$ cat config.mk
export PLATFORM = sky130hd
export DESIGN_NAME = multicycle_control_flat
export DESIGN_NICKNAME = d
export VERILOG_FILES = /design/src/rtl/mc_pkg.sv /design/src/rtl/mc_if.sv /design/src/rtl/mc_opcode_decode.sv /design/src/rtl/multicycle_control.sv /design/src/flat_wrapper.sv
export SDC_FILE = /design/constraint.sdc
export NUM_CORES = 1
export LEC_CHECK = 0
export CORE_MARGIN = 1.5
export CORE_UTILIZATION = 37
export DETAILED_ROUTE_END_ITERATION = 10
export PLACE_DENSITY = 0.87
export SYNTH_ARGS = -nofsm -noshare
export SYNTH_HDL_FRONTEND = slang
export SYNTH_HIERARCHICAL = 1
export SYNTH_SLANG_ARGS = --single-unit
$ cat constraint.sdc
create_clock -name clk -period 4.1 [get_ports clk]
set_clock_uncertainty 0.05 [all_clocks]
set_input_delay 0.82 -clock clk [delete_from_list [all_inputs] [get_ports clk]]
set_output_delay 0.82 -clock clk [all_outputs]
set_load 0.05 [all_outputs]
$ cat src/rtl/mc_pkg.sv
// Shared types and constants for the LEGv8 multicycle controller: FSM states,
// instruction classes, exact-match opcodes and the ALU/PC select encodings.
package mc_pkg;

  typedef enum logic [2:0] {
    S_IDLE,
    S_FETCH,
    S_DECODE,
    S_EXEC,
    S_MEM,
    S_WB
  } state_t;

  typedef enum logic [2:0] {
    I_LDUR,
    I_STUR,
    I_CBZ,
    I_B,
    I_RTYPE,
    I_ILL
  } iclass_t;

  // Fully specified opcodes; CBZ and B carry don't-care low bits and are
  // matched by pattern in the decoder.
  localparam logic [10:0] OP_LDUR = 11'b11111000010;
  localparam logic [10:0] OP_STUR = 11'b11111000000;
  localparam logic [10:0] OP_ADD  = 11'b10001011000;
  localparam logic [10:0] OP_SUB  = 11'b11001011000;
  localparam logic [10:0] OP_AND  = 11'b10001010000;
  localparam logic [10:0] OP_ORR  = 11'b10101010000;

  localparam logic [1:0] ALU_OP_ADD   = 2'b00;
  localparam logic [1:0] ALU_OP_PASSB = 2'b01;
  localparam logic [1:0] ALU_OP_RTYPE = 2'b10;

  localparam logic [1:0] PC_SRC_SEQ    = 2'b00;
  localparam logic [1:0] PC_SRC_BRANCH = 2'b01;
  localparam logic [1:0] PC_SRC_HOLD   = 2'b10;

  function automatic logic is_mem_class(input iclass_t c);
    return (c == I_LDUR) || (c == I_STUR);
  endfunction

endpackage

$ cat src/rtl/mc_if.sv
// Controller <-> datapath/memory bundle: opcode, flags, ready handshakes,
// datapath strobes and performance counters. master = controller side.
interface mc_if #(
  parameter int unsigned CNT_W = 32
);

  logic [10:0]      opcode;
  logic             zero;
  logic             imem_ready;
  logic             dmem_ready;

  logic             imem_req;
  logic             ir_write;
  logic             pc_write;
  logic [1:0]       pc_src;
  logic             reg2loc;
  logic             alu_src;
  logic [1:0]       alu_op;
  logic             mem_read;
  logic             mem_write;
  logic             mem_to_reg;
  logic             reg_write;
  logic             illegal_op;
  logic             bus_error;
  logic [CNT_W-1:0] cycle_cnt;
  logic [CNT_W-1:0] instr_cnt;

  modport master (
    input  opcode, zero, imem_ready, dmem_ready,
    output imem_req, ir_write, pc_write, pc_src, reg2loc, alu_src, alu_op,
           mem_read, mem_write, mem_to_reg, reg_write, illegal_op, bus_error,
           cycle_cnt, instr_cnt
  );

  modport slave (
    output opcode, zero, imem_ready, dmem_ready,
    input  imem_req, ir_write, pc_write, pc_src, reg2loc, alu_src, alu_op,
           mem_read, mem_write, mem_to_reg, reg_write, illegal_op, bus_error,
           cycle_cnt, instr_cnt
  );

endinterface

$ cat src/rtl/mc_opcode_decode.sv
// Combinational IR[31:21] -> instruction class; also usable by the
// sign-extender owner to pick the immediate field.
module mc_opcode_decode
  import mc_pkg::*;
(
  input  logic [10:0] opcode_i,
  output iclass_t     iclass_o
);

  always_comb begin
    // NOTE: default assignment first so every path drives the output and no latch is inferred.
    iclass_o = I_ILL;
    casez (opcode_i)
      OP_LDUR:                         iclass_o = I_LDUR;
      OP_STUR:                         iclass_o = I_STUR;
      11'b10110100???:                 iclass_o = I_CBZ;
      11'b000101?????:                 iclass_o = I_B;
      OP_ADD, OP_SUB, OP_AND, OP_ORR:  iclass_o = I_RTYPE;
      default:                         iclass_o = I_ILL;
    endcase
  end

endmodule

$ cat src/rtl/multicycle_control.sv
// LEGv8 multicycle sequencer: IDLE/FETCH/DECODE/EXEC/MEM/WB with memory-ready
// timeouts. Define MC_PERF_CNT_EN to build the cycle/instruction counters.
module multicycle_control
  import mc_pkg::*;
#(
  parameter int unsigned MEM_TIMEOUT = 16,
  parameter int unsigned CNT_W       = 32
) (
  input  logic clk,
  input  logic reset,
  mc_if.master bus
);

  localparam int unsigned        WAIT_W    = (MEM_TIMEOUT > 1) ? $clog2(MEM_TIMEOUT) : 1;
  localparam logic [WAIT_W-1:0]  WAIT_LAST = WAIT_W'(MEM_TIMEOUT - 1);

  state_t            state_q;
  iclass_t           iclass_q;
  logic [WAIT_W-1:0] wait_q;

  iclass_t dec_class;
  logic    mem_ready;
  logic    waiting;
  logic    timeout;

  mc_opcode_decode u_decode (
    .opcode_i (bus.opcode),
    .iclass_o (dec_class)
  );

  assign mem_ready = (state_q == S_FETCH) ? bus.imem_ready : bus.dmem_ready;
  assign waiting   = ((state_q == S_FETCH) || (state_q == S_MEM)) && !mem_ready;
  // A ready in the last allowed cycle keeps waiting low, so it beats the timeout.
  assign timeout   = waiting && (wait_q == WAIT_LAST);

  always_ff @(posedge clk or posedge reset) begin
    if (reset) begin
      state_q  <= S_IDLE;
      iclass_q <= I_ILL;
      wait_q   <= '0;
    end else begin
      // NOTE: non-blocking assignments keep every register update in this block order-independent.
      wait_q <= (waiting && !timeout) ? wait_q + 1'b1 : '0;
      case (state_q)
        S_IDLE:   state_q <= S_FETCH;
        S_FETCH:  if (bus.imem_ready) state_q <= S_DECODE;
        S_DECODE: begin
          iclass_q <= dec_class;
          state_q  <= (dec_class == I_ILL) ? S_FETCH : S_EXEC;
        end
        S_EXEC: begin
          if (is_mem_class(iclass_q))    state_q <= S_MEM;
          else if (iclass_q == I_RTYPE)  state_q <= S_WB;
          else                           state_q <= S_FETCH;
        end
        S_MEM: begin
          if (bus.dmem_ready)  state_q <= (iclass_q == I_LDUR) ? S_WB : S_FETCH;
          else if (timeout)    state_q <= S_FETCH;
        end
        S_WB:     state_q <= S_FETCH;
        default:  state_q <= S_IDLE;
      endcase
    end
  end

  always_comb begin
    bus.imem_req   = 1'b0;
    bus.ir_write   = 1'b0;
    bus.pc_write   = 1'b0;
    bus.pc_src     = PC_SRC_HOLD;
    bus.reg2loc    = 1'b0;
    bus.alu_src    = 1'b0;
    bus.alu_op     = ALU_OP_ADD;
    bus.mem_read   = 1'b0;
    bus.mem_write  = 1'b0;
    bus.mem_to_reg = 1'b0;
    bus.reg_write  = 1'b0;
    bus.illegal_op = 1'b0;
    bus.bus_error  = 1'b0;
    case (state_q)
      // IDLE is the reset state, where every output including pc_src reads 0.
      S_IDLE: bus.pc_src = PC_SRC_SEQ;
      S_FETCH: begin
        bus.imem_req  = 1'b1;
        bus.ir_write  = bus.imem_ready;
        bus.bus_error = timeout;
      end
      S_DECODE: begin
        if (dec_class == I_ILL) begin
          bus.illegal_op = 1'b1;
          bus.pc_write   = 1'b1;
          bus.pc_src     = PC_SRC_SEQ;
        end
      end
      S_EXEC: begin
        case (iclass_q)
          I_LDUR, I_STUR: bus.alu_src = 1'b1;
          I_RTYPE:        bus.alu_op  = ALU_OP_RTYPE;
          I_CBZ: begin
            bus.reg2loc  = 1'b1;
            bus.alu_op   = ALU_OP_PASSB;
            bus.pc_write = 1'b1;
            bus.pc_src   = bus.zero ? PC_SRC_BRANCH : PC_SRC_SEQ;
          end
          I_B: begin
            bus.pc_write = 1'b1;
            bus.pc_src   = PC_SRC_BRANCH;
          end
          default: ;
        endcase
      end
      S_MEM: begin
        bus.mem_read  = (iclass_q == I_LDUR);
        bus.mem_write = (iclass_q == I_STUR);
        bus.bus_error = timeout;
        if ((iclass_q == I_STUR) && bus.dmem_ready) begin
          bus.pc_write = 1'b1;
          bus.pc_src   = PC_SRC_SEQ;
        end
      end
      S_WB: begin
        bus.reg_write  = 1'b1;
        bus.mem_to_reg = (iclass_q == I_LDUR);
        bus.pc_write   = 1'b1;
        bus.pc_src     = PC_SRC_SEQ;
      end
      default: ;
    endcase
  end

`ifdef MC_PERF_CNT_EN
  logic [CNT_W-1:0] cycle_q, cycle_d;
  logic [CNT_W-1:0] instr_q, instr_d;
  logic             retire;

  // Skipped (illegal) instructions also write the PC but do not retire.
  assign retire  = bus.pc_write && !bus.illegal_op;
  assign cycle_d = cycle_q + 1'b1;
  assign instr_d = instr_q + CNT_W'(retire);

  always_ff @(posedge clk or posedge reset) begin
    if (reset) begin
      cycle_q <= '0;
      instr_q <= '0;
    end else begin
      cycle_q <= cycle_d;
      instr_q <= instr_d;
    end
  end

  assign bus.cycle_cnt = cycle_q;
  assign bus.instr_cnt = instr_q;
`else
  assign bus.cycle_cnt = '0;
  assign bus.instr_cnt = '0;
`endif

endmodule

$ cat src/flat_wrapper.sv
// flat-port wrapper written by rule: the top's interface ports become plain ports
module multicycle_control_flat import mc_pkg::*;
#(
  parameter int unsigned MEM_TIMEOUT = 16,
  parameter int unsigned CNT_W       = 32
)
  (clk, reset, bus_opcode, bus_zero, bus_imem_ready, bus_dmem_ready, bus_imem_req, bus_ir_write, bus_pc_write, bus_pc_src, bus_reg2loc, bus_alu_src, bus_alu_op, bus_mem_read, bus_mem_write, bus_mem_to_reg, bus_reg_write, bus_illegal_op, bus_bus_error, bus_cycle_cnt, bus_instr_cnt);
  mc_if #(.CNT_W(CNT_W)) bus_i ();
  input  logic clk;
  input  logic reset;
  input wire logic [$bits(bus_i.opcode)-1:0] bus_opcode;
  input wire logic [$bits(bus_i.zero)-1:0] bus_zero;
  input wire logic [$bits(bus_i.imem_ready)-1:0] bus_imem_ready;
  input wire logic [$bits(bus_i.dmem_ready)-1:0] bus_dmem_ready;
  output wire logic [$bits(bus_i.imem_req)-1:0] bus_imem_req;
  output wire logic [$bits(bus_i.ir_write)-1:0] bus_ir_write;
  output wire logic [$bits(bus_i.pc_write)-1:0] bus_pc_write;
  output wire logic [$bits(bus_i.pc_src)-1:0] bus_pc_src;
  output wire logic [$bits(bus_i.reg2loc)-1:0] bus_reg2loc;
  output wire logic [$bits(bus_i.alu_src)-1:0] bus_alu_src;
  output wire logic [$bits(bus_i.alu_op)-1:0] bus_alu_op;
  output wire logic [$bits(bus_i.mem_read)-1:0] bus_mem_read;
  output wire logic [$bits(bus_i.mem_write)-1:0] bus_mem_write;
  output wire logic [$bits(bus_i.mem_to_reg)-1:0] bus_mem_to_reg;
  output wire logic [$bits(bus_i.reg_write)-1:0] bus_reg_write;
  output wire logic [$bits(bus_i.illegal_op)-1:0] bus_illegal_op;
  output wire logic [$bits(bus_i.bus_error)-1:0] bus_bus_error;
  output wire logic [$bits(bus_i.cycle_cnt)-1:0] bus_cycle_cnt;
  output wire logic [$bits(bus_i.instr_cnt)-1:0] bus_instr_cnt;
  assign bus_i.opcode = bus_opcode;
  assign bus_i.zero = bus_zero;
  assign bus_i.imem_ready = bus_imem_ready;
  assign bus_i.dmem_ready = bus_dmem_ready;
  assign bus_imem_req = bus_i.imem_req;
  assign bus_ir_write = bus_i.ir_write;
  assign bus_pc_write = bus_i.pc_write;
  assign bus_pc_src = bus_i.pc_src;
  assign bus_reg2loc = bus_i.reg2loc;
  assign bus_alu_src = bus_i.alu_src;
  assign bus_alu_op = bus_i.alu_op;
  assign bus_mem_read = bus_i.mem_read;
  assign bus_mem_write = bus_i.mem_write;
  assign bus_mem_to_reg = bus_i.mem_to_reg;
  assign bus_reg_write = bus_i.reg_write;
  assign bus_illegal_op = bus_i.illegal_op;
  assign bus_bus_error = bus_i.bus_error;
  assign bus_cycle_cnt = bus_i.cycle_cnt;
  assign bus_instr_cnt = bus_i.instr_cnt;
  multicycle_control #(.MEM_TIMEOUT(MEM_TIMEOUT), .CNT_W(CNT_W)) u_core (.clk(clk), .reset(reset), .bus(bus_i));
endmodule
[Yosys cells after proc, flatten, opt, wreduce, memory -nomap -nowiden]
Index checks and enable logic that the tools add are counted.
Storage, ports and cells
  bits in registers: 10
  bits of input ports: 16
  output and inout port bits: 79
  logic and storage cells: 75
Cells by class
  add/subtract/negate cells: 1
  eq/ne operators: 21
  muxes and demuxes: 34
  reduce and logical (&&, ||, !) cells: 16
Operators with widths (number)
  11-bit equality test (second input constant): 6
  3-bit case mux with 5 select lines: 2
  3-bit 2-to-1 mux: 6
  1-bit 2-to-1 mux: 17
  3-bit by 2-bit equality test with 1-bit output (second input constant): 4
  3-bit equality test (second input constant): 4
  8-bit equality test (second input constant): 1
  2-bit 2-to-1 mux: 4
  2-bit case mux with 2 select lines: 2
  2-bit case mux with 4 select lines: 1
  2-bit OR reduction: 4
  3-bit by 1-bit equality test with 1-bit output (second input constant): 2
  6-bit by 3-bit equality test with 1-bit output (second input constant): 1
  3-bit logical NOT: 2
  4-bit by 1-bit adder with 4-bit output (second input constant): 1
  4-bit equality test (second input constant): 1
  1-bit logical AND: 4
  4-bit 2-to-1 mux: 1
  1-bit case mux with 4 select lines: 1
  4-bit OR reduction: 1
  3-bit by 2-bit != test with 1-bit output (second input constant): 1
  1-bit logical NOT: 2
  1-bit logical OR: 2
  2-bit != test (second input constant): 1
  2-bit AND reduction: 1

[Depth between registers and ports, before layout]
Gate-level depths: netlist of run 1.
  depth in word-level cells: 8
  depth in mapped cells: 6
  depth with buffers taken out: 6

[Hierarchy]
The synthesis of run 1 kept the hierarchy.
By module, submodules not included
  multicycle_control: instances 1, cells an instance 138, area an instance 1166.1 um^2, sequential area each 252.7 um^2
  mc_opcode_decode: instances 1, cells an instance 15, area an instance 103.8 um^2, sequential area each 0.0 um^2

[Worst setup path after synthesis of run 1]
OpenSTA, ideal clock, no wires.
  kind: input -> output
  from: in bus_opcode[8]
  to: out bus_illegal_op
  data arrival time: 2535 ps
  data required time: 3230 ps
  slack: 695 ps
  stages on the path: 5
  path buffers: 0
  cells stage by stage: or3b_1 -> o22ai_1 -> a22oi_1 -> nand3b_1 -> nor3_1
Between the ends
  cells in the longest elaborated chain, start to end: 6
  elaborated cells between the ends (all ways): 13
  classes of those cells: eq/ne: 9; mux: 3; reduce/logical: 1
Ends and longest elaborated chain
  start: declaration: line flat_wrapper.sv:11  | input wire logic [$bits(bus_i.opcode)-1:0] bus_opcode;
  11-bit equality test: line mc_opcode_decode.sv:13  | casez (opcode_i)
  4-bit OR reduction: line mc_opcode_decode.sv:13
  3-bit case mux with 5 select lines *: line mc_opcode_decode.sv:13
  named net u_core.dec_class[0]: line multicycle_control.sv:21  | iclass_t dec_class;
  3-bit equality test *: line multicycle_control.sv:89  | if (dec_class == I_ILL) begin
  1-bit 2-to-1 mux *: line multicycle_control.sv:89
  1-bit 2-to-1 mux *: line multicycle_control.sv:80  | case (state_q)
  end: declaration: line flat_wrapper.sv:26  | output wire logic [$bits(bus_i.illegal_op)-1:0] bus_illegal_op;
Mark *: on every way through the listed nets, which the timed path passes. The rest lies on a longest branch.

[Final worst setup path of run 1]
  from: in bus_opcode[5]
  to: out bus_pc_src[1]
Between the ends
  cells in the longest elaborated chain, start to end: 6
  elaborated cells between the ends (all ways): 13
  classes of those cells: eq/ne: 9; mux: 3; reduce/logical: 1
Ends and longest elaborated chain
  11-bit equality test: line mc_opcode_decode.sv:13
  4-bit OR reduction: line mc_opcode_decode.sv:13
  3-bit case mux with 5 select lines *: line mc_opcode_decode.sv:13
  named net u_core.dec_class[1]: line multicycle_control.sv:21
  3-bit equality test *: line multicycle_control.sv:89
  2-bit 2-to-1 mux *: line multicycle_control.sv:89
  2-bit case mux with 4 select lines *: line multicycle_control.sv:80
  end: declaration: line flat_wrapper.sv:18  | output wire logic [$bits(bus_i.pc_src)-1:0] bus_pc_src;
Marked as above.

==> key figures, run 1 <==
Detailed routing
  • DRC: 0
  • Final ANT Viol Nets: 0
  • DR vias: 905
  • Via density: 3.987
  • Drt wl/cell: about 8.9 um
  • DR pass1 iterations: 4
  • Final WL: 2014 um
  • Initial DRC count: 33

Clock tree
  • CTS tree: yes
  • Num CTS Buffers: 3
  • CTS Root Cell: clkbuf_4
  • # hold bufs at CTS: 0
  • Sink Count: 10
  • CTS resizes: 0
  • Post-CTS Setup Repair Bufs: 0
  • Skew-Pair Late Insertion Delay: 0.25 ns
  • H-tree depth: 1
  • Max Root-Sink Buffers: 2
  • Clock transition at path regs: approximately 0.060 ns

Global routing
  • Total gr overflow: 0
  • Gr usage total: between 10% and 20%
  • Met2 GRT Util: 20.30%
  • Initial antenna violation count: 0
  • Met3 Use GR: 1.891%
  • Met1 usage: a little under an eighth
  • Largest net degree at the start of global routing: 17
  • Vias in the first global route: 714
  • Global-route wire length before repair: 3042 um
  • Gr busiest metal: met2

Critical path
  • Setup CP Type: in -> out
  • Reg2reg end: u_core/wait_q[3]
  • Crit path max fanout: 4
  • Worst r2r src: u_core/state_q[0]
  • Crit path capture type: output port
  • CP required: 3.23 ns
  • CP startpoint: bus_opcode[5]
  • R2R depth: 3
  • Worst setup SP type: input pin
  • Worst Path Arrival: around 2.8 ns
  • R2r setup slk: 2.53 ns

Min path
  • Hold/Removal Path Class: reg -> reg
  • Hold path depth: 1
  • Hold Startpoint: u_core/wait_q[0]
  • Hold worst-path end: u_core/wait_q[0]

STA
  • Period utilization: 90.43%
  • Setup TNS: 0 ns
  • Final Max Tran Viols: 0
  • Worst Hold Margin: 0.4136 ns
  • Final count of negative-setup-slack endpoints: 0
  • Max Fclk: 269.7 MHz
  • Max-slew headroom: 64.28%
  • RSZ-0062 raised after global routing: no
  • Slew @ Worst Pin: 0.5358 ns
  • Final Hold Vio Count: 0
  • Period minus WS final: ~3.7 ns

Floorplan
  • # IOs: 95
  • Chip height: 61.59 um
  • Rows: 21
  • Core area: 3311 sq um
  • Die W: 61.59 um
  • Die ar.: 3793 sq um
  • Starting density of the core: approximately two fifths

Finish
  • Share of layout cells above drive strength 1: 11.05%
  • Area of the multi-input gates: 721.9 sq um
  • Filler cells: 349
  • Final nets: 199
  • Layout area overhead: 10.34%
  • Register area: between 200 and 300 sq um
  • Number of diodes: 0

Logic synthesis
  • Mapped Area: 1270 sq um
  • Distinct cell type count after synthesis: 45
  • Leading area contributor after synthesis: buf_4
  • Yosys reg bits: 10
  • Avg Inst Size Synth: roughly 8.3 sq um
  • Main synth FF type: dfrtp_1
  • Area share of the largest cell type after synthesis: 39.01%
  • Async SR Flop Fraction: between 90% and 100%
  • YS warnings: 6
  • Synth area leaders: buf_4, dfrtp_1, nor2_1
  • Post-synth EDFFs: 0
  • Register area share after synthesis: 19.90%
  • Post-Synthesis Cells: 153

Power and ir drop
  • Overall power: 0.7449 mW
  • Power per cell area: 531.6 nW/um^2
  • Worst VDD drop: 135.7 uV
  • Leakage power: 0.6529 nW

Status
  • Outcome: finished clean

Placement
  • Gpl congestion: 0.8035
  • HPWL Detailed: ~1700 um
  • Port buffer count: 30

Flow run
  • MaxCap Viol Count: 0
-- cells in the final DEF (no fill, tap or decap), types with 2 or more instances in the layout --
cell	instances
nand3_1	4
nor2_1	16
and2_1	2
buf_12	2
dfstp_2	2
clkdlybuf4s50_1	27
nand2b_1	2
a21oi_1	2
inv_1	4
dfrtp_1	8
a31oi_1	3
nor4b_1	3
o22ai_1	2
nor2b_1	3
mux2_2	4
nand2_1	2
clkbuf_4	3
conb_1	64
-- Yosys cell counts, types with 2 or more instances --
master and number:
buf_4 66, nor2_1 16, dfrtp_1 8, inv_1 4, mux2_2 4, nand3_1 4
a31oi_1 3, nor2b_1 3, nor4b_1 3, a21oi_1 2, and2_1 2, dfstp_2 2
nand2_1 2, nand2b_1 2, o22ai_1 2
-- through the flow --
stage                     area (sq um)  setup WS [ns]  instances  util [%]
after floorplan                   1506         0.6946        216         -
after global placement            1365         0.4319        223     41.23
after detailed placement          1365         0.4033        223     41.23
after CTS                         1401         0.3935        227     42.33
after global routing              1401         0.2532        227     42.33
final                             1401         0.3923        227     42.33
-- where the power goes --
| part | switching, mW | internal, mW | total, mW |
|---|---|---|---|
| Clock | 0.0310 | 0.0538 | 0.0848 |
| Combinational | 0.316 | 0.156 | 0.472 |
| Sequential | 0.0584 | 0.129 | 0.188 |
-- kinds of logic after synthesis --
logic type / after synthesis / synth area share [%]
buffers and inverters: 73 / 41.87
DFF: 10 / 19.90
other: 1 / 0.2953
adders and majority gates: 1 / 0.9851
xor gates and xnor gates: 2 / 1.380
muxes: 4 / 3.547
and+or+nand+nor: 46 / 22.27
AOI/OAI and AO/OA: 16 / 9.754
-- worst max-delay path by stage --
stage	endpoint	slack [ns]	cells after the start
2_1_floorplan	bus_illegal_op	0.69	5
3_3_place_gp	bus_pc_src[1]	0.43	8
3_5_place_dp	bus_pc_src[1]	0.40	8
4_1_cts	bus_pc_src[1]	0.39	8
5_1_grt	bus_pc_src[1]	0.25	8
6_report	bus_pc_src[1]	0.39	8
-- worst max-delay path: stages --
cell	delay [ns]
clkdlybuf4s50_1	0.47
or4bb_1	0.52
a211oi_2	0.25
a21oi_1	0.11
nor4bb_1	0.17
a31oi_1	0.17
o32a_2	0.19
buf_12	0.13
-- cell type report --
cell class / instances / share of cell area [%]
Sequential cell: 10 / 18.04
Multi-Input combinational cell: 133 / 51.52
Inverter: 4 / 1.071
Timing Repair Buffer: 30 / 22.68
Tap cell: 46 / 4.107
Clock buffer: 4 / 2.589
-- sequential cells by signal (all words and copies together), names as in the netlist --
name / cells
u_core/state_q: 3
u_core/iclass_q: 3
u_core/wait_q: 4
-- routing by layer --
layer | up-vias | wire (um) | part of all wire, %
met5 | - | 0 | 0
met4 | 0 | 8 | 0.40
met3 | 2 | 145 | 7.2
met2 | 45 | 1038 | 52
met1 | 410 | 822 | 41
li1 | 448 | - | -
No activity file was read; power rests on OpenSTA's default activity.
==> run 2: changes to the inputs <==
- CORE_UTILIZATION: 37 -> 38
- CTS_BUF_LIST: not set -> sky130_fd_sc_hd__clkbuf_2 sky130_fd_sc_hd__clkbuf_4 sky130_fd_sc_hd__clkbuf_8
- PLACE_DENSITY: 0.87 -> 0.89
==> key figures, run 2 (same netlist as run 1, synthesis figures left out) <==
Status
  • Outcome: finished clean

Critical path
  • CP max stage cell: clkdlybuf4s50_1
  • Worst setup SP type: input pin
  • Crit path max fanout: 4
  • Worst Path Arrival: 2.88 ns
  • R2R depth: 3
  • Cell mode on critical path: o22ai_1
  • Worst path max stage delay: 0.49 ns
  • R2r setup slk: 2.53 ns
  • Crit path capture type: output port
  • Worst r2r src: u_core/state_q[0]
  • Critical path, cell by cell: clkdlybuf4s50_1 -> or3b_1 -> o22ai_1 -> a22oi_1 -> nor4bb_1 -> a21oi_1 -> o22ai_1 -> buf_12
  • Setup CP Type: in -> out
  • Reg2reg end: u_core/wait_q[3]
  • CP required: 3.23 ns

Clock tree
  • CTS resizes: 0
  • CTS Root Cell: clkbuf_4
  • # hold bufs at CTS: 0
  • Post-CTS Setup Repair Bufs: 0
  • Clock transition at path regs: 0.05 ns
  • CTS tree: yes
  • Sink Count: 10
  • Max Root-Sink Buffers: 2
  • H-tree depth: 1
  • Num CTS Buffers: 3
  • Skew-Pair Late Insertion Delay: about 0.26 ns

Global routing
  • Vias in the first global route: between 700 and 800
  • Total gr overflow: 0
  • Global-route wire length before repair: 3153 um
  • Gr usage total: between 10 and 15%
  • Largest net degree at the start of global routing: 17
  • Initial antenna violation count: 0

Power and ir drop
  • Leakage power: 0.6503 nW
  • Power per cell area: between 500 and 600 nW/um^2
  • Worst VDD drop: about 150 uV

STA
  • Final Max Tran Viols: 0
  • Slew @ Worst Pin: 0.4917 ns
  • Final count of negative-setup-slack endpoints: 0
  • Period minus WS final: 3.752 ns
  • RSZ-0062 raised after global routing: no
  • Max-slew headroom: 66.76%
  • Worst Hold Margin: 0.4189 ns
  • Max Fclk: 266.5 MHz
  • Final Hold Vio Count: 0
  • Setup TNS: 0 ns
  • Period utilization: between 90% and 100%

Placement
  • HPWL Detailed: 1764 um
  • Gpl congestion: 0.7283
  • Port buffer count: 30

Finish
  • Share of layout cells above drive strength 1: 11.05%
  • Area of the multi-input gates: 721.9 sq um
  • Most frequent cells in the layout: conb_1, clkdlybuf4s50_1, nor2_1, dfrtp_1
  • Largest registers: u_core/wait_q: 4 flops, u_core/iclass_q: 3 flops, u_core/state_q: 3 flops
  • Max reg flops: 4
  • Layout area overhead: 9.656%
  • Commonest non-fill, non-tap cell in the layout: conb_1
  • Final nets: between 150 and 200
  • Reg with most FFs: u_core/wait_q
  • Filler cells: 323
  • Number of diodes: 0
  • Register area: approximately 250 sq um

Detailed routing
  • Final ANT Viol Nets: 0
  • DR pass1 iterations: 4
  • Final WL: 2074 um
  • Drt wl/cell: just over 9 um
  • Via density: 4.071
  • DRC: 0
  • DR vias: 916
  • Initial DRC count: 17

Min path
  • Hold worst-path end: u_core/wait_q[0]
  • Hold/Removal Path Class: reg -> reg
  • Hold Startpoint: u_core/wait_q[0]
  • Hold path depth: 1

Flow run
  • MaxCap Viol Count: 0

Floorplan
  • Rows: 20
  • Die ar.: between 3000 and 4000 sq um
  • Starting density of the core: 40.93%
  • Die W: 60.81 um
  • # IOs: 95
  • Chip height: just over 60 um
  • Core area: 3103 sq um
-- run 2: cell counts in the layout (fill, tap and decap cells not counted) --
No cell type changed its count.
-- run 2: worst max-delay path, delay by kind of cell --
family / cells / cell delay, ns
simple gates: 2 / 0.66
buf+inv: 2 / 0.67
compound gates: 4 / 0.73
-- run 2: area by class of cell --
type | count | area share, %
multi-input cells | 133 | 51.84
repair buffers | 30 | 22.82
flip-flops and latches | 10 | 18.15
well taps | 44 | 3.953
clock buffers | 4 | 2.156
inverters | 4 | 1.078
-- run 2: how the worst max path moves through the flow --
stage,endpoint,slack (ns),depth (start not counted),from
after floorplan,bus_illegal_op,0.69,5,bus_opcode[8]
after global placement,bus_pc_src[1],0.43,8,bus_opcode[5]
after detailed placement,bus_pc_src[1],0.39,8,bus_opcode[8]
after CTS,bus_pc_src[1],0.37,8,bus_opcode[5]
after global routing,bus_pc_src[1],0.20,8,bus_opcode[5]
final,bus_pc_write,0.35,8,bus_opcode[3]
-- run 2: routing by layer --
layer / vias to the layer above / wire length, um / track usage (%)
met2: 46 / 1109 / 19.97
met4: 0 / 0 / 1.863
met3: 0 / 144 / 3.198
met5: - / 0 / 0
li1: 445 / - / -
met1: 425 / 820 / 13.52
-- run 2: power by group --
part / switching (mW) / internal (mW) / total (mW)
combinational: 0.319 / 0.157 / 0.476
clock: 0.0292 / 0.0440 / 0.0732
sequential: 0.0565 / 0.129 / 0.186
-- run 2: metrics by stage --
stage / area, sq um / power [mW] / utilization [%] / worst slack (ns) / std cells
2_1_floorplan: 1506 / 0.5873 / - / 0.6946 / 216
3_3_place_gp: 1363 / 0.6549 / 43.91 / 0.4347 / 221
3_5_place_dp: 1363 / 0.6626 / 43.91 / 0.3868 / 221
4_1_cts: 1393 / 0.7396 / 44.88 / 0.3735 / 225
5_1_grt: 1393 / 0.7831 / 44.88 / 0.2042 / 225
6_report: 1393 / 0.7351 / 44.88 / 0.3475 / 225
==> run 3: changes to the inputs <==
- CORE_UTILIZATION: 38 -> 32
- PLACE_DENSITY: 0.89 -> 0.8
- REMOVE_ABC_BUFFERS: not set -> 1
- SLEW_MARGIN: not set -> 20
- clock period: 4.1 -> 3.35 ns (I/O delays scaled with it)
==> key figures, run 3 (same netlist as run 1, synthesis figures left out) <==
Finish
  • Final Core Density: between 40% and 50%
  • Largest registers: u_core/wait_q: 4 flops, u_core/iclass_q: 3 flops, u_core/state_q: 3 flops
  • Final nets: 202
  • Max reg flops: 4
  • Commonest non-fill, non-tap cell in the layout: conb_1
  • Non-Filler Instances: 232
  • Reg with most FFs: u_core/wait_q
  • Share of layout cells above drive strength 1: about 18%
  • Register area: 252.7 sq um
  • Most frequent cells in the layout: conb_1, clkdlybuf4s50_1, nor2_1, dfrtp_1
  • Cell area after layout: about 1500 sq um
  • Filler cells: around 390
  • Layout area overhead: 19.11%
  • Area of the multi-input gates: 780.7 sq um
  • Number of diodes: 0

Critical path
  • Reg2reg end: u_core/state_q[0]
  • Worst r2r src: u_core/state_q[0]
  • Crit path max fanout: 3
  • CP required: 2.63 ns
  • R2r setup slk: 1.69 ns
  • Crit path capture type: output port
  • Worst setup SP type: input pin
  • Setup CP Type: in -> out
  • R2R depth: 4
  • Worst Path Arrival: 2.54 ns

Floorplan
  • Die W: between 60 and 70 um
  • # IOs: 95
  • Core area: 3744 sq um
  • Starting density of the core: about a third
  • Rows: 22
  • Chip height: approximately 66 um
  • Die ar.: 4355 sq um

Detailed routing
  • DRC: 0
  • DR vias: 935
  • Initial DRC count: between 70 and 80
  • Final WL: 2340 um
  • Final ANT Viol Nets: 0
  • DR pass1 iterations: 4
  • Drt wl/cell: 10.09 um
  • Via density: 4.030

Power and ir drop
  • Power per cell area: approximately 640 nW/um^2
  • Internal Power: 0.4600 mW
  • Sequential Power Share: 22.1%
  • Leakage power: slightly above 0.7 nW
  • Worst VDD drop: approximately 170 uV
  • Overall power: 0.9743 mW
  • Clock network fraction of total power: 13.6%
  • Sw Ratio: between 50% and 60%
  • Logic pwr share: 64.3%
  • Switch Pwr: 0.5143 mW

STA
  • Max Fclk: 306.5 MHz
  • Period utilization: a little over nine tenths
  • Max-slew headroom: between 60% and 70%
  • Final count of negative-setup-slack endpoints: 0
  • Final Max Tran Viols: 0
  • Setup TNS: 0 ns
  • Slew @ Worst Pin: 0.5096 ns
  • Final Hold Vio Count: 0
  • Period minus WS final: around 3.3 ns
  • Setup ws final: around 0.087 ns
  • Worst Hold Margin: just over 0.4 ns
  • RSZ-0062 raised after global routing: no

Min path
  • Hold path depth: 1
  • Hold/Removal Path Class: reg -> reg
  • Hold Startpoint: u_core/wait_q[0]
  • Hold worst-path end: u_core/wait_q[0]

Placement
  • DP Area: 1393 sq um
  • Gpl congestion: approximately 0.76
  • HPWL Detailed: 1841 um
  • Pre-CTS WS: -0.03844 ns
  • Inst Count DP: about 230
  • Port buffer count: 30

Global routing
  • Initial antenna violation count: 0
  • Global-route wire length before repair: 3491 um
  • Vias in the first global route: 805
  • Total gr overflow: 0
  • Gr usage total: 10.34%
  • Largest net degree at the start of global routing: 13

Clock tree
  • CTS tree: yes
  • H-tree depth: 1
  • Skew-Pair Late Insertion Delay: around 0.23 ns
  • # hold bufs at CTS: 0
  • Sink Count: 10
  • Num CTS Buffers: 3
  • Clock transition at path regs: 0.04 ns
  • Max Root-Sink Buffers: 2
  • CTS Root Cell: clkbuf_8

Flow run
  • MaxCap Viol Count: 0

Status
  • Outcome: finished clean
-- run 3: cell count changes in the layout (fill, tap and decap cells not counted), moves of 2 or more --
| cell | delta |
|---|---|
| clkdlybuf4s50_1 | -6 |
| dlymetal6s2s_1 | +3 |
| dlygate4sd2_1 | +2 |
| o22ai_1 | -2 |
| clkbuf_8 | +3 |
| o22ai_2 | +2 |
| buf_4 | +3 |
| clkbuf_4 | -3 |
-- run 3: power groups by stage --
stage / sequential, mW / clock [mW] / combinational, mW
floorplan: 0.211 / 0 / 0.430
global placement: 0.215 / 0 / 0.597
detailed placement: 0.216 / 0 / 0.603
CTS: 0.214 / 0.139 / 0.616
global route: 0.223 / 0.144 / 0.661
finish: 0.216 / 0.132 / 0.626
-- run 3: what timing repair did --
item                                    CTS  global route
pin swaps                                 3             2
gates resized for setup                   5            11
setup buffers                             1             0
endpoints found under the setup margin    2             2
hold endpoints to repair                  0             0
-- run 3: cell type report --
cell class	instances	area share, %
well taps	48	3.970
multi-input cells	133	51.61
flip-flops and latches	10	16.71
clock buffers	4	3.226
inverters	4	0.9926
repair buffers	33	23.49
-- run 3: layer usage --
metal,up-vias,global-route usage (%),part of all wire [%]
met4,0,5.612,0.60
li1,451,-,-
met1,434,12.07,40
met5,-,0,0
met3,2,2.044,7.1
met2,48,17.68,52
-- run 3: worst max-delay path, stage by stage --
cell and delay, ns:
clkdlybuf4s50_1 0.47, or3b_2 0.45, o22ai_2 0.17, a22oi_2 0.12, nor4bb_4 0.20, a31oi_1 0.15, o32a_2 0.18, buf_12 0.13
-- run 3: worst max path at each step --
| stage | from | endpoint | slack [ns] | cells past startpoint |
|---|---|---|---|---|
| floorplan | bus_opcode[8] | bus_pc_write | 0.24 | 6 |
| global placement | bus_opcode[8] | bus_pc_write | -0.006 | 8 |
| detailed placement | bus_opcode[9] | bus_pc_write | -0.04 | 8 |
| CTS | bus_opcode[7] | bus_pc_src[1] | 0.01 | 8 |
| global route | bus_opcode[4] | bus_pc_src[1] | 0.02 | 8 |
| finish | bus_opcode[4] | bus_pc_src[1] | 0.09 | 8 |
